==> src/rtl/decode_stage_if.sv <==
// Decode-stage bus: fetch capture, writeback port, forwarding inputs and decoded outputs.
interface decode_stage_if #(
  parameter int unsigned WIDTH = 32
);
  localparam int unsigned AW = 5;

  logic             stallD;
  logic             flushD;
  logic [WIDTH-1:0] instrF;
  logic [WIDTH-1:0] pcplus4F;
  logic             regwriteW;
  logic [AW-1:0]    writeregW;
  logic [WIDTH-1:0] resultW;
  logic             forwardAD;
  logic             forwardBD;
  logic [WIDTH-1:0] aluoutM;

  logic [WIDTH-1:0] instrD;
  logic [WIDTH-1:0] pcplus4D;
  logic [WIDTH-1:0] rd1D;
  logic [WIDTH-1:0] rd2D;
  logic [WIDTH-1:0] signimmD;
  logic [AW-1:0]    rsD;
  logic [AW-1:0]    rtD;
  logic [AW-1:0]    rdD;
  logic             branchD;
  logic             equalD;
  logic             pcsrcD;
  logic [WIDTH-1:0] pcbranchD;

  modport master (
    output stallD, flushD, instrF, pcplus4F, regwriteW, writeregW, resultW,
           forwardAD, forwardBD, aluoutM,
    input  instrD, pcplus4D, rd1D, rd2D, signimmD, rsD, rtD, rdD,
           branchD, equalD, pcsrcD, pcbranchD
  );

  modport slave (
    input  stallD, flushD, instrF, pcplus4F, regwriteW, writeregW, resultW,
           forwardAD, forwardBD, aluoutM,
    output instrD, pcplus4D, rd1D, rd2D, signimmD, rsD, rtD, rdD,
           branchD, equalD, pcsrcD, pcbranchD
  );
endinterface

==> src/rtl/decode_stage.sv <==
// MIPS decode stage: IF/ID register, 32x32 register file with write bypass,
// immediate extension and early beq/bne resolution with M-stage forwarding.
module decode_stage #(
  parameter int unsigned WIDTH = 32,
  parameter int unsigned NREGS = 32
) (
  input logic          clk,
  input logic          reset,
  decode_stage_if.slave bus
);
  localparam int unsigned AW = 5;
  localparam logic [5:0] OP_BEQ = 6'b000100;
  localparam logic [5:0] OP_BNE = 6'b000101;

  logic [WIDTH-1:0] instr_q;
  logic [WIDTH-1:0] pcplus4_q;
  logic [WIDTH-1:0] regs [NREGS];

  logic [AW-1:0]    rs;
  logic [AW-1:0]    rt;
  logic [5:0]       opcode;
  logic [WIDTH-1:0] rd1;
  logic [WIDTH-1:0] rd2;
  logic [WIDTH-1:0] signimm;
  logic [WIDTH-1:0] op_a;
  logic [WIDTH-1:0] op_b;
  logic             equal;
  logic             wr_en;

  assign rs     = instr_q[25:21];
  assign rt     = instr_q[20:16];
  assign opcode = instr_q[31:26];
  assign wr_en  = bus.regwriteW && (bus.writeregW != '0);

  // IF/ID register: stall holds, flush inserts a nop bubble, otherwise capture fetch.
  always_ff @(posedge clk or negedge reset) begin
    if (!reset) begin
      instr_q   <= '0;
      pcplus4_q <= '0;
    end else if (bus.stallD) begin
      instr_q   <= instr_q;
      pcplus4_q <= pcplus4_q;
    end else if (bus.flushD) begin
      instr_q   <= '0;
      pcplus4_q <= '0;
    end else begin
      instr_q   <= bus.instrF;
      pcplus4_q <= bus.pcplus4F;
    end
  end

  // Register file write port; $0 is never written so it always reads zero.
  always_ff @(posedge clk or negedge reset) begin
    if (!reset) begin
      for (int unsigned i = 0; i < NREGS; i++) regs[i] <= '0;
    end else if (wr_en) begin
      regs[bus.writeregW] <= bus.resultW;
    end
  end

  // Combinational reads with same-cycle writeback bypass, then branch compare.
  always_comb begin
    rd1     = '0;
    rd2     = '0;
    if (rs != '0) rd1 = (wr_en && bus.writeregW == rs) ? bus.resultW : regs[rs];
    if (rt != '0) rd2 = (wr_en && bus.writeregW == rt) ? bus.resultW : regs[rt];
    signimm = {{(WIDTH-16){instr_q[15]}}, instr_q[15:0]};
    op_a    = bus.forwardAD ? bus.aluoutM : rd1;
    op_b    = bus.forwardBD ? bus.aluoutM : rd2;
    equal   = (op_a == op_b);
  end

  assign bus.instrD    = instr_q;
  assign bus.pcplus4D  = pcplus4_q;
  assign bus.rd1D      = rd1;
  assign bus.rd2D      = rd2;
  assign bus.signimmD  = signimm;
  assign bus.rsD       = rs;
  assign bus.rtD       = rt;
  assign bus.rdD       = instr_q[15:11];
  assign bus.branchD   = (opcode == OP_BEQ) || (opcode == OP_BNE);
  assign bus.equalD    = equal;
  assign bus.pcsrcD    = ((opcode == OP_BEQ) && equal) || ((opcode == OP_BNE) && !equal);
  assign bus.pcbranchD = pcplus4_q + WIDTH'(signimm << 2);
endmodule
==> src/flat_wrapper.sv <==
// flat-port wrapper written by rule: the top's interface ports become plain ports
module decode_stage_flat 
#(
  parameter int unsigned WIDTH = 32,
  parameter int unsigned NREGS = 32
)
  (clk, reset, bus_stallD, bus_flushD, bus_instrF, bus_pcplus4F, bus_regwriteW, bus_writeregW, bus_resultW, bus_forwardAD, bus_forwardBD, bus_aluoutM, bus_instrD, bus_pcplus4D, bus_rd1D, bus_rd2D, bus_signimmD, bus_rsD, bus_rtD, bus_rdD, bus_branchD, bus_equalD, bus_pcsrcD, bus_pcbranchD);
  decode_stage_if #(.WIDTH(WIDTH)) bus_i ();
  input logic clk;
  input logic reset;
  input wire logic [$bits(bus_i.stallD)-1:0] bus_stallD;
  input wire logic [$bits(bus_i.flushD)-1:0] bus_flushD;
  input wire logic [$bits(bus_i.instrF)-1:0] bus_instrF;
  input wire logic [$bits(bus_i.pcplus4F)-1:0] bus_pcplus4F;
  input wire logic [$bits(bus_i.regwriteW)-1:0] bus_regwriteW;
  input wire logic [$bits(bus_i.writeregW)-1:0] bus_writeregW;
  input wire logic [$bits(bus_i.resultW)-1:0] bus_resultW;
  input wire logic [$bits(bus_i.forwardAD)-1:0] bus_forwardAD;
  input wire logic [$bits(bus_i.forwardBD)-1:0] bus_forwardBD;
  input wire logic [$bits(bus_i.aluoutM)-1:0] bus_aluoutM;
  output wire logic [$bits(bus_i.instrD)-1:0] bus_instrD;
  output wire logic [$bits(bus_i.pcplus4D)-1:0] bus_pcplus4D;
  output wire logic [$bits(bus_i.rd1D)-1:0] bus_rd1D;
  output wire logic [$bits(bus_i.rd2D)-1:0] bus_rd2D;
  output wire logic [$bits(bus_i.signimmD)-1:0] bus_signimmD;
  output wire logic [$bits(bus_i.rsD)-1:0] bus_rsD;
  output wire logic [$bits(bus_i.rtD)-1:0] bus_rtD;
  output wire logic [$bits(bus_i.rdD)-1:0] bus_rdD;
  output wire logic [$bits(bus_i.branchD)-1:0] bus_branchD;
  output wire logic [$bits(bus_i.equalD)-1:0] bus_equalD;
  output wire logic [$bits(bus_i.pcsrcD)-1:0] bus_pcsrcD;
  output wire logic [$bits(bus_i.pcbranchD)-1:0] bus_pcbranchD;
  assign bus_i.stallD = bus_stallD;
  assign bus_i.flushD = bus_flushD;
  assign bus_i.instrF = bus_instrF;
  assign bus_i.pcplus4F = bus_pcplus4F;
  assign bus_i.regwriteW = bus_regwriteW;
  assign bus_i.writeregW = bus_writeregW;
  assign bus_i.resultW = bus_resultW;
  assign bus_i.forwardAD = bus_forwardAD;
  assign bus_i.forwardBD = bus_forwardBD;
  assign bus_i.aluoutM = bus_aluoutM;
  assign bus_instrD = bus_i.instrD;
  assign bus_pcplus4D = bus_i.pcplus4D;
  assign bus_rd1D = bus_i.rd1D;
  assign bus_rd2D = bus_i.rd2D;
  assign bus_signimmD = bus_i.signimmD;
  assign bus_rsD = bus_i.rsD;
  assign bus_rtD = bus_i.rtD;
  assign bus_rdD = bus_i.rdD;
  assign bus_branchD = bus_i.branchD;
  assign bus_equalD = bus_i.equalD;
  assign bus_pcsrcD = bus_i.pcsrcD;
  assign bus_pcbranchD = bus_i.pcbranchD;
  decode_stage #(.WIDTH(WIDTH), .NREGS(NREGS)) u_core (.clk(clk), .reset(reset), .bus(bus_i));
endmodule
==> config.mk <==
export PLATFORM = sky130hd
export DESIGN_NAME = decode_stage_flat
export DESIGN_NICKNAME = d
export VERILOG_FILES = /design/src/rtl/decode_stage_if.sv /design/src/rtl/decode_stage.sv /design/src/flat_wrapper.sv
export SDC_FILE = /design/constraint.sdc
export NUM_CORES = 2
export LEC_CHECK = 0
export CORE_MARGIN = 1.5
export CORE_UTILIZATION = 50
export DETAILED_ROUTE_END_ITERATION = 8
export GPL_ROUTABILITY_DRIVEN = 1
export PLACE_DENSITY = 0.8
export SYNTH_ARGS = -nofsm -noshare
export SYNTH_HDL_FRONTEND = slang
export SYNTH_SLANG_ARGS = --single-unit
==> constraint.sdc <==
create_clock -name clk -period 6.7 [get_ports clk]
set_input_delay 1.34 -clock clk [delete_from_list [all_inputs] [get_ports clk]]
set_output_delay 1.34 -clock clk [all_outputs]
set_load 0.01 [all_outputs]
==> impl_results.md <==
* Slew Limit Fails at 0
* HPWL Detailed at 171,100 um
* Layout area overhead at 22.69%
* Worst Hold Depth at 0
* Drt initial violations at 7,731
* Worst slack, placed at -1076 ps
* Worst EP arrival at 5640 ps
* Setup crit end kind: primary output
* Vias in the first global route at 49,920
* Setup WS post-layout at -281.9 ps
* Gr usage total at 0.4011
* Worst slew margin at 0.04907
* Die Area at 125,300 um2
* Vias/cell at 7.032
* Clk_skew at 0 ps
* Synth Area per Inst at 12.72 um2
* CP bufs+invs at 7
* CTS H-tree depth at 3
* Initial antenna violation count at 25
* CP max FO at 31
* First-pass DRT Iterations at 8
* Die Ht at 354.0 um
* Final Critical Period at 6982 ps
* Final WL at 254,500 um
* Hold path startpoint: u_core.regs[1001]
* Synthesized cell area at 61,590 um2
* Crit Path Class: flip-flop to primary output
* Clock transition at the registers of the reported paths at 60 ps
* Cell Area, Placed at 69,860 um2
* RSZ-0062 raised after global routing: yes
* GP Congestion at 1.070
* Max_cap viols at 0
* Share of the synthesized area in the top cell type at 0.4421
* Synth area leaders: dfrtp_1, mux2_2, mux4_2
* First-pass GRT wire length at 361,800 um
* Most frequent CP cell: buf_4
* Top-level port count at 350
* Critical R2R Launch: u_core.bus.instrD[21]
* Final count of hold timing violations at 0
* Unique cell type count in the Yosys netlist at 85
* FF+latch count, synth at 1,088
* Clk sink count at 1,088
* Ys Warns at 0
* R2r endpoint: u_core.bus.instrD[21]
* Leading area contributor after synthesis: dfrtp_1
* Max Buffers Root-to-Sink at 3
* CP Cell Sequence: buf_4 -> buf_12 -> nor2_1 -> buf_4 -> nand3_2 -> buf_4 -> a21oi_1 -> a31oi_1 -> a21oi_1 -> o2111a_1 -> nand4_1 -> nor4b_4 -> buf_4 -> nand4_1 -> a2111oi_4 -> clkbuf_16 -> mux2i_1 -> buf_2
* Core ar. at 122,000 um2
* FFs w/ async S/R, synth at 1.000
* Worst-margin pin slew at 1426 ps
* DR DRC count at 0
* CP top delay family: buffers and inverters
* Synth Net Count at 5,011
* Vias at 50,430
* Power per cell area at 286.2 nW/um2
* Pin count of the biggest net entering global routing at 165
* Worst path slowest cell: dfrtp_4
* Layout cells sized above 1 at 0.4222
* Worst-Skew Late Latency at 740 ps
* Antenna Nets Post-Route at 0
* CTS Buf Count at 114
* CP required at 5360 ps
* Overall Power at 21,620 uW
* Leak at 0.03247 uW
* Final setup viols at 2
* Final Instance Area at 75,560 um2
* CTS Root Cell: clkbuf_16
* Hold Path End: u_core.regs[1001]
* Cell Rows at 128
* WL/cell at 35.48 um
* Crit path launch type: flip-flop
* Sequential area share after synthesis at 0.4421
* Reg-to-reg slack, setup at 5190 ps
* Hold Path Class: flip-flop to flip-flop
* Status: finished with violations
* F_max at 143.2 MHz
* Number of synthesized flops with an enable pin at 0
* Mapped Cells at 4,841
* Failing checks: negative setup slack
* Global route overflow at 0
* Main synth FF type: dfrtp_1
* Max VDD drop at 258.0 uV
* Largest stage delay, worst path at 610 ps
* Tcrit/Tclk final at 1.042
* Initial Utilization at 0.5047
* DIE WIDTH at 354.0 um
* Port bufs at 349
* Setup_tns at -499.8 ps
* CTS tree: built
* Final Net Count at 5,605
* R2R depth at 6
-- worst max-delay path by stage --
stage	startpoint	endpoint	slack (ps)	cells past startpoint
2_1_floorplan	bus_writeregW[1]	bus_pcsrcD	620	13
3_3_place_gp	bus_writeregW[3]	bus_pcsrcD	-1000	17
3_5_place_dp	bus_writeregW[3]	bus_pcsrcD	-1080	16
4_1_cts	bus_writeregW[2]	bus_pcsrcD	-4	15
5_1_grt	u_core.bus.instrD[21]	bus_pcsrcD	-270	16
6_report	u_core.bus.instrD[23]	bus_pcsrcD	-280	18
-- stage by stage --
step | hold WS, ps | util | cells
after global placement | 361.4 | 0.5724 | 6863
final | 390.3 | 0.6192 | 7172
after global routing | 384.1 | 0.6189 | 7158
after detailed placement | 363.5 | 0.5724 | 6863
after CTS | 376.3 | 0.6168 | 7145
after floorplan | 424.6 | - | 4841
-- Yosys cell counts (all sizes together), types with 7 or more instances --
cell,instances
nor3b,12
a32oi,8
o21a,8
nand2b,91
and2,11
a2111oi,10
or2,7
nor3,43
inv,51
a31oi,15
nand2,303
o2111ai,8
o21bai,7
mux2,921
a21o,15
a211oi,23
o22ai,38
ha,29
and3,22
xor2,40
and3b,8
mux4,411
o211ai,24
a22oi,105
nand3b,9
buf,225
a22o,21
nor4,11
mux2i,222
or4,7
nor2b,35
dfrtp,1088
nand3,64
xnor2,67
o221ai,13
a221oi,22
clkbuf,310
nor2,98
a21oi,75
o22a,7
nand4,24
o21ai,252
-- area by class of cell --
cell class,instances,area [um2]
Inverter,52,206.4
Clock buffer,161,3239
Tap cell,1625,2033
Multi-Input combinational cell,3166,32250
Timing Repair Buffer,1013,9847
Clock inverter,51,690.7
Antenna cell,16,40.04
Fill cell,9024,46470
Sequential cell,1088,27260
-- logic make-up (layout without fill, tap and decap cells) --
logic type | Yosys count | after routing | synth area share
mux | 1554 | 1554 | 0.3548
flops | 1088 | 1088 | 0.4421
simple gates | 761 | 761 | 0.06050
compound gates | 714 | 714 | 0.07659
buf+inv | 587 | 1277 | 0.04455
xor+xnor | 107 | 107 | 0.01522
fa+ha+maj | 30 | 30 | 0.006217
other cells | 0 | 16 | 0
-- sequential cells by signal, summed over array words and instances (netlist names) --
name and cells:
u_core.regs 1024, u_core.bus.pcplus4D 32, u_core.bus.instrD 32
-- layout by cell type (no fill, tap or decap), types with 15 or more instances in the layout --
cell,synthesis,layout
nand2b_1,91,89
xnor2_1,67,64
clkdlybuf4s50_1,0,339
dfrtp_1,1088,1078
inv_1,49,47
a22oi_1,105,101
nand2_1,303,283
buf_12,1,65
ha_1,29,29
nand3_1,64,60
o21ai_0,252,246
nor3_1,43,40
a21oi_1,75,69
a22o_1,21,21
and3_1,22,17
a211oi_1,22,18
buf_4,84,557
clkbuf_8,0,21
nor2_1,98,84
clkbuf_16,0,115
diode_2,0,16
o22ai_1,38,37
o211ai_1,24,24
xor2_1,40,38
buf_6,11,18
mux2i_1,222,214
clkinv_2,0,21
nand4_1,24,24
clkbuf_1,310,26
mux4_2,410,410
nor2b_1,35,34
mux2_2,921,921
a21o_1,15,15
a221oi_1,22,18
nand2_2,0,19
-- per-layer routing --
metal,wire (um),vias to the layer above,track usage
li1,-,19370,-
met1,87960,25410,0.4904
met2,104400,4343,0.5512
met3,39720,1272,0.1921
met4,21930,34,0.2884
met5,510,-,0.01585
-- power by group --
group,total (uW),internal (uW),switching [uW]
clock,6700,3850,2850
combinational,6150,3200,2950
sequential,8770,7770,1000
-- repair_timing --
action,4_1_cts,5_1_grt
setup buffers,60,11
hold buffers,0,0
resized for setup,138,33
endpoints found under the setup margin,2,5
gates cloned,13,0
pin swaps,31,10
Power figures use the tool's default switching activity.
